===== config.mk =====
export PLATFORM = sky130hd
export DESIGN_NAME = vector_scalar_divider
export DESIGN_NICKNAME = d
export VERILOG_FILES = /design/src/rtl/vector_scalar_divider.sv
export SDC_FILE = /design/constraint.sdc
export NUM_CORES = 1
export LEC_CHECK = 0
export ABC_AREA = 1
export CAP_MARGIN = 5
export CORE_MARGIN = 4
export CORE_UTILIZATION = 40
export CTS_CLUSTER_SIZE = 16
export DETAILED_ROUTE_END_ITERATION = 8
export GPL_TIMING_DRIVEN = 0
export PLACE_DENSITY = 0.66
export SLEW_MARGIN = 15
export SYNTH_ARGS = -nofsm -noshare
export SYNTH_HDL_FRONTEND = slang
export SYNTH_SLANG_ARGS = --single-unit

===== constraint.sdc =====
create_clock -name clk -period 26 [get_ports clk]
set_input_delay 3.9 -clock clk [delete_from_list [all_inputs] [get_ports clk]]
set_output_delay 3.9 -clock clk [all_outputs]
set_load 0.01 [all_outputs]

===== src/rtl/vector_scalar_divider.sv =====
// Nine-lane 16-bit by 8-bit sequential divider built on one shared restoring stage.
// Optional per-lane inexact flags are built when VECTOR_DIVIDER_INEXACT_EN is defined.
module vector_scalar_divider (
  input  logic        clk,
  input  logic        rst,
  input  logic        start,
  input  logic [15:0] in1,
  input  logic [15:0] in2,
  input  logic [15:0] in3,
  input  logic [15:0] in4,
  input  logic [15:0] in5,
  input  logic [15:0] in6,
  input  logic [15:0] in7,
  input  logic [15:0] in8,
  input  logic [15:0] in9,
  input  logic [7:0]  scalar,
  output logic        busy,
  output logic        done,
  output logic [15:0] q1,
  output logic [15:0] q2,
  output logic [15:0] q3,
  output logic [15:0] q4,
  output logic [15:0] q5,
  output logic [15:0] q6,
  output logic [15:0] q7,
  output logic [15:0] q8,
  output logic [15:0] q9,
  output logic [7:0]  r1,
  output logic [7:0]  r2,
  output logic [7:0]  r3,
  output logic [7:0]  r4,
  output logic [7:0]  r5,
  output logic [7:0]  r6,
  output logic [7:0]  r7,
  output logic [7:0]  r8,
  output logic [7:0]  r9,
  output logic        div0,
  output logic [8:0]  inexact
);

  // state | meaning
  // IDLE  | waiting for start
  // CALC  | one restoring step per cycle, lanes 1..9
  // DONE  | one-cycle result pulse; start here begins the next run
  localparam logic [1:0] IDLE = 2'd0;
  localparam logic [1:0] CALC = 2'd1;
  localparam logic [1:0] DONE = 2'd2;

  logic [1:0]  state;
  logic [15:0] dvd [9];
  logic [7:0]  divisor;
  logic [7:0]  rem;
  logic [3:0]  lane_idx;
  logic [3:0]  bit_idx;
  logic [14:0] q_acc;
  logic [15:0] q_arr [9];
  logic [7:0]  r_arr [9];

  logic [15:0] cur_dvd;
  logic [8:0]  t;
  logic [8:0]  diff;
  logic        ge;
  logic [7:0]  rem_next;
  logic [15:0] q_next;
  logic        accept;
  logic        lane_done;

  always_comb begin
    cur_dvd  = dvd[lane_idx];
    t        = {rem, cur_dvd[bit_idx]};
    diff     = t - {1'b0, divisor};
    ge       = (t >= {1'b0, divisor});
    rem_next = ge ? diff[7:0] : t[7:0];
    q_next   = {q_acc, ge};
  end

  assign accept    = start && (state != CALC);
  assign lane_done = (state == CALC) && (divisor != 8'd0) && (bit_idx == 4'd0);

  // A zero divisor still spends one CALC cycle so DONE lands one edge after accept.
  assign busy = (state == CALC) && (divisor != 8'd0);
  assign done = (state == DONE);

  always_ff @(posedge clk or posedge rst) begin
    if (rst) begin
      state    <= IDLE;
      divisor  <= 8'd0;
      rem      <= 8'd0;
      lane_idx <= 4'd0;
      bit_idx  <= 4'd0;
      q_acc    <= 15'd0;
      div0     <= 1'b0;
      for (int i = 0; i < 9; i++) begin
        dvd[i]   <= 16'd0;
        q_arr[i] <= 16'd0;
        r_arr[i] <= 8'd0;
      end
    end else begin
      case (state)
        IDLE, DONE: begin
          if (accept) begin
            dvd[0]   <= in1;
            dvd[1]   <= in2;
            dvd[2]   <= in3;
            dvd[3]   <= in4;
            dvd[4]   <= in5;
            dvd[5]   <= in6;
            dvd[6]   <= in7;
            dvd[7]   <= in8;
            dvd[8]   <= in9;
            divisor  <= scalar;
            div0     <= 1'b0;
            lane_idx <= 4'd0;
            bit_idx  <= 4'd15;
            rem      <= 8'd0;
            q_acc    <= 15'd0;
            state    <= CALC;
          end else begin
            state <= IDLE;
          end
        end
        CALC: begin
          if (divisor == 8'd0) begin
            for (int i = 0; i < 9; i++) begin
              q_arr[i] <= 16'hFFFF;
              r_arr[i] <= 8'd0;
            end
            div0  <= 1'b1;
            state <= DONE;
          end else if (lane_done) begin
            q_arr[lane_idx] <= q_next;
            r_arr[lane_idx] <= rem_next;
            rem     <= 8'd0;
            q_acc   <= 15'd0;
            bit_idx <= 4'd15;
            if (lane_idx == 4'd8) begin
              state <= DONE;
            end else begin
              lane_idx <= lane_idx + 4'd1;
            end
          end else begin
            rem     <= rem_next;
            q_acc   <= q_next[14:0];
            bit_idx <= bit_idx - 4'd1;
          end
        end
        default: state <= IDLE;
      endcase
    end
  end

`ifdef VECTOR_DIVIDER_INEXACT_EN
  logic [8:0] inexact_q;

  always_ff @(posedge clk or posedge rst) begin
    if (rst) begin
      inexact_q <= 9'd0;
    end else if (accept) begin
      inexact_q <= 9'd0;
    end else if (lane_done && ((rem_next != 8'd0) || (q_next[15:8] != 8'd0))) begin
      inexact_q[lane_idx] <= 1'b1;
    end
  end

  assign inexact = inexact_q;
`else
  assign inexact = 9'd0;
`endif

  assign q1 = q_arr[0];
  assign q2 = q_arr[1];
  assign q3 = q_arr[2];
  assign q4 = q_arr[3];
  assign q5 = q_arr[4];
  assign q6 = q_arr[5];
  assign q7 = q_arr[6];
  assign q8 = q_arr[7];
  assign q9 = q_arr[8];
  assign r1 = r_arr[0];
  assign r2 = r_arr[1];
  assign r3 = r_arr[2];
  assign r4 = r_arr[3];
  assign r5 = r_arr[4];
  assign r6 = r_arr[5];
  assign r7 = r_arr[6];
  assign r8 = r_arr[7];
  assign r9 = r_arr[8];

endmodule


=== After elaboration in Yosys (flattened, before gate mapping) ===
Cells that the tools add are included.

* Register bits after elaboration: 402
* Bits in latches: 0
* Bits in writable memories: 0
* Bits in read-only memories: 0
* Input bits: 155
* Output and inout bits: 228
* Logic and storage cells: 111
* Memories: 0

* Add/subtract/negate cells: 3
* $mul: 0
* Div/mod/pow operators: 0
* Magnitude comparators: 4
* Equality and inequality tests: 11
* Shift operators: 0
* Muxes and demuxes: 41
* Bitwise operators: 1
* Reduce and logical (&&, ||, !) cells: 17

{| class="wikitable"
|+ Operators by type and width
! cell !! count
|-
| $mux W144 || 2
|-
| $bwmux W144 || 1
|-
| $mux W72 || 2
|-
| $bwmux W72 || 1
|-
| $bmux W16 S4 || 1
|-
| $demux W16 S4 || 1
|-
| $mux W16 || 3
|-
| $mux W15 || 3
|-
| $mux W8 || 5
|-
| $demux W8 S4 || 1
|-
| $pmux W15 S2 || 1
|-
| $mux W4 || 7
|-
| $pmux W4 S2 || 2
|-
| $pmux W8 S2 || 1
|-
| $ge A9 B8 Y1 || 1
|-
| $logic_not A8 Y1 || 1
|-
| $ne A2 B2 Y1 const B || 4
|-
| $reduce_bool A8 Y1 || 1
|-
| $sub A8 B8 Y8 || 1
|-
| $mux W2 || 3
|-
| $reduce_and A2 Y1 || 3
|-
| $reduce_and A3 Y1 || 2
|-
| $ge A5 B5 Y1 const B || 1
|-
| $lt A4 B5 Y1 const B || 1
|-
| 20 further kinds || 28
|}

=== Depth between registers and ports, before layout ===
* Depth in word-level cells: 11
* Gate-level depth with buffers: 25
* Gate-level depth less buffers: 23

=== Worst setup path before layout ===
No wires, ideal clock.

* Kind: input to register
* Start point: input port start
* End point: register lane_idx[3]
* Library setup time: 0.134 ns
* Data arrival time: 4.896 ns
* Slack: 20.970 ns
* Stages: 10
* Buffers on the path: 0
* Cells stage by stage: nand2_1 > clkinv_1 > nor2_1 > inv_2 > nand2_1 > nor2_2 > inv_2 > nor2_1 > nor2_1 > nor3_1

* Word-level cells in the longest chain between the ends: 3

{| class="wikitable"
|+ RTL lines
! what !! RTL line !! RTL
|-
| start: declaration || 6 || <nowiki>input logic start,</nowiki>
|-
| $logic_and A1 B1 Y1 || 77 || <nowiki>assign accept = start && (state != CALC);</nowiki>
|-
| $ne A2 B2 Y1 (no source line) || - ||
|-
| $reduce_and A5 Y1 (no source line) || - ||
|-
| end signal: assignment || 139 || <nowiki>lane_idx <= lane_idx + 4'd1;</nowiki>
|-
| end: declaration || 53 || <nowiki>logic [3:0] lane_idx;</nowiki>
|}

Every way passes these cells.
A chain may end at the register's enable or synchronous reset.

=== Final worst setup path ===
* Start point: register divisor[7]
* End point: output port busy

* Word-level cells in the longest chain between the ends: 2

{| class="wikitable"
|+ RTL lines
! what !! RTL line !! RTL
|-
| start: declaration || 51 || <nowiki>logic [7:0] divisor;</nowiki>
|-
| start signal: assignment || 111 || <nowiki>divisor <= scalar;</nowiki>
|-
| $reduce_bool A8 Y1 || 81 || <nowiki>assign busy = (state == CALC) && (divisor != 8'd0);</nowiki>
|-
| $logic_and A1 B1 Y1 || 81 ||
|-
| end: declaration || 17 || <nowiki>output logic busy,</nowiki>
|}

Every way passes these cells.

==> flow_summary.toml <==
[outcome]
status = "finished clean"

[sta]
fmax_mhz = 165
maxSlewHeadroom_pct = 42.8
finalCritPeriodShare_pct = 23.3
final-hold-violation-count = 0
hold_ws_ps = 471
setup_ws_ps = 19950
post-route-min-period_ps = 6050
slew_viol_final = 0
skew_ps = 28.5
tightest_slew_ps = 858
setup_viol = 0
fin_tns_setup_ps = 0
rsz0062_at_grt = "no"

[synth]
synth_top_area_share_pct = 58.0
ys.flop_type = "dfrtp_1"
synth_warnings = 0
syn_area_per_cell_sq_um = 8.63
synthCells = 2010
synthTopCellsByArea = "dfrtp_1 58%, nand2_1 13%, nand3_1 4.8%, inv_1 4.2%, a21oi_1 3.4%"
ys_seq_elements = 402
netlist_area_sq_um = 17300
synth.most_common_cell = "nand2_1"
synth_top_cell_by_area = "dfrtp_1"
synthTopCellsByCount = "585 x nand2_1, 402 x dfrtp_1, 192 x inv_1"
synth_edf_count = 0
yosysSeqAreaShare_pct = 58.0
synthArstFlopShare_pct = 100
synth.distinct_cells = 37

[clocking]
cts_tree = "yes"
hold_buffers = 0
htree_levels = 2
cts_resized = 0
cts_root_buf = "clkbuf_16"
cts.clk_slew.worst_paths_ps = 60
clk_path_buf_depth = 3
post_cts_buffers = 0
cts_inserted_buffers = 44
clkLatencyLatePin_ps = 590
cts_sinks = 402

[global_routing]
grt_pass1_wl_microns = 96500
grt_antenna_before_repair = 4
grt_use_total_pct = 26.7
grt_pass1_vias = 16100
grt_max_degree = 97
grt.overflow.total = 0

[placement]
place_hpwl_microns = 47400
place_ws_ps = 19680
placed_cells = 2980
place_area_sq_um = 22000
gp_congestion = 0.895
port_buffers = 373

[worst_hold_path]
hold_class = "reg -> reg"
hold_start = "dvd[43]"

[critical_path]
worstReg2RegEnd = "r8[0]"
path_buf_inv = 2
crit_path_end = "busy"
r2r-start = "lane_idx[0]"
rr_worst_depth = 21
critical_path_class = "reg -> out"
regToRegSetupSlack_ps = 21820
cp.depth = 5
crit_path_start_kind = "flip-flop"
path_cells = "inv_1 -> nand4_1 -> nor2_4 -> nor2_2 -> clkdlybuf4s50_1"
cp_top_family = "buffers and inverters"
cp_slowest_cell = "clkdlybuf4s50_1"
crit_fanout = 7
end_kind = "output port"
cp.arrival_ps = 2150
worst_ep_required_time_ps = 22100
setup.worst_path.start = "divisor[7]"
critPathMaxStageDelay_ps = 560

[power_and_ir_drop]
peakVddDrop_mv = 0.0482
p_per_area_nw_per_um2 = 56.0
p_leak_nw = 11.3
total_power_mw = 1.31

[die]
die_h_microns = 216
start_util_pct = 40.3
core_area_sq_um = 43000
rows = 76
ios = 383
dieWidth_microns = 216
die-area_sq_um = 46800

[finish]
final_cell_count_no_fill = 3060
final_util_pct = 54.6
num-nets-final = 2610
drive_above_1_share_pct = 7.36
area_delta_synth_final_pct = 35.2
design_area_sq_um = 23400
fill_cells = 3966

[drt]
vias = 15900
drt_iter0_drc = 1617
ant_nets = 0
postRouteWirelength_microns = 63600
routedWlPerCell_microns = 20.8
drc = 0
firstDrtPassIters = 6
routed_via_density = 5.19

[run]
maxCapViolations = 0
==> routing by layer <==
layer	GRT usage, %	wire length, microns
met5	0	57
met4	11.2	3040
met3	6.24	4740
met2	41.6	28900
met1	36.2	26900
==> flip-flops by register name, indices dropped and copies added, names as in the netlist, 15 cells and up <==
name and count:
q9 16, q3 16, q_acc 15, q7 16, q8 16, q4 16
q6 16, q2 16, dvd 144, q1 16, q5 16
==> cell type report <==
cell class,count,area (sq um),share of cell area [%]
Antenna cell,1,2.50,0.0107
Buffer,100,483,2.06
Clock buffer,61,1260,5.40
Clock inverter,18,223,0.950
Inverter,220,833,3.55
Multi-Input combinational cell,1296,6000,25.6
Sequential cell,402,10100,42.9
Tap cell,585,732,3.12
Timing Repair Buffer,377,3840,16.4
==> tightest hold or removal path, cell delays in order, from the launching register on <==
cell and delay [ps]:
dfrtp_1 330, nand2_1 60, nand2_1 50
==> where the power goes <==
group	switching [mW]	total, mW	internal, mW
registers	0	0.626	0.626
logic	0.0186	0.0414	0.0228
clock network	0.264	0.645	0.381
total	0.282	1.31	1.03
==> cells by family after synthesis <==
kind of cell / count (synthesis) / synth area share, %
other cells: 1 / 0.0216
xor+xnor: 5 / 0.252
compound gates: 349 / 11.0
buf+inv: 320 / 7.55
fa+ha+maj: 14 / 1.05
flops: 402 / 58.0
simple gates: 919 / 22.1
==> placed cells by master (no fill, tap or decap), drive strengths merged, types with 31 or more instances in the layout <==
| master | Yosys | final |
|---|---|---|
| nand2 | 593 | 593 |
| dfrtp | 402 | 402 |
| clkdlybuf4s50 | 0 | 373 |
| inv | 216 | 218 |
| nand3 | 167 | 167 |
| o21ai | 146 | 146 |
| nor2 | 130 | 130 |
| a21oi | 120 | 120 |
| clkbuf | 44 | 105 |
| buf | 56 | 60 |
| o22ai | 48 | 48 |
| o211ai | 31 | 31 |
==> worst min path at each step <==
stage                    end  slack, ps  cells after the start
global route         dvd[44]        500                      2
floorplan            dvd[39]        440                      2
CTS                  dvd[43]        470                      2
finish               dvd[43]        470                      2
global placement    dvd[105]        460                      2
detailed placement   dvd[43]        460                      2
No activity file was read; power rests on OpenSTA's default activity.
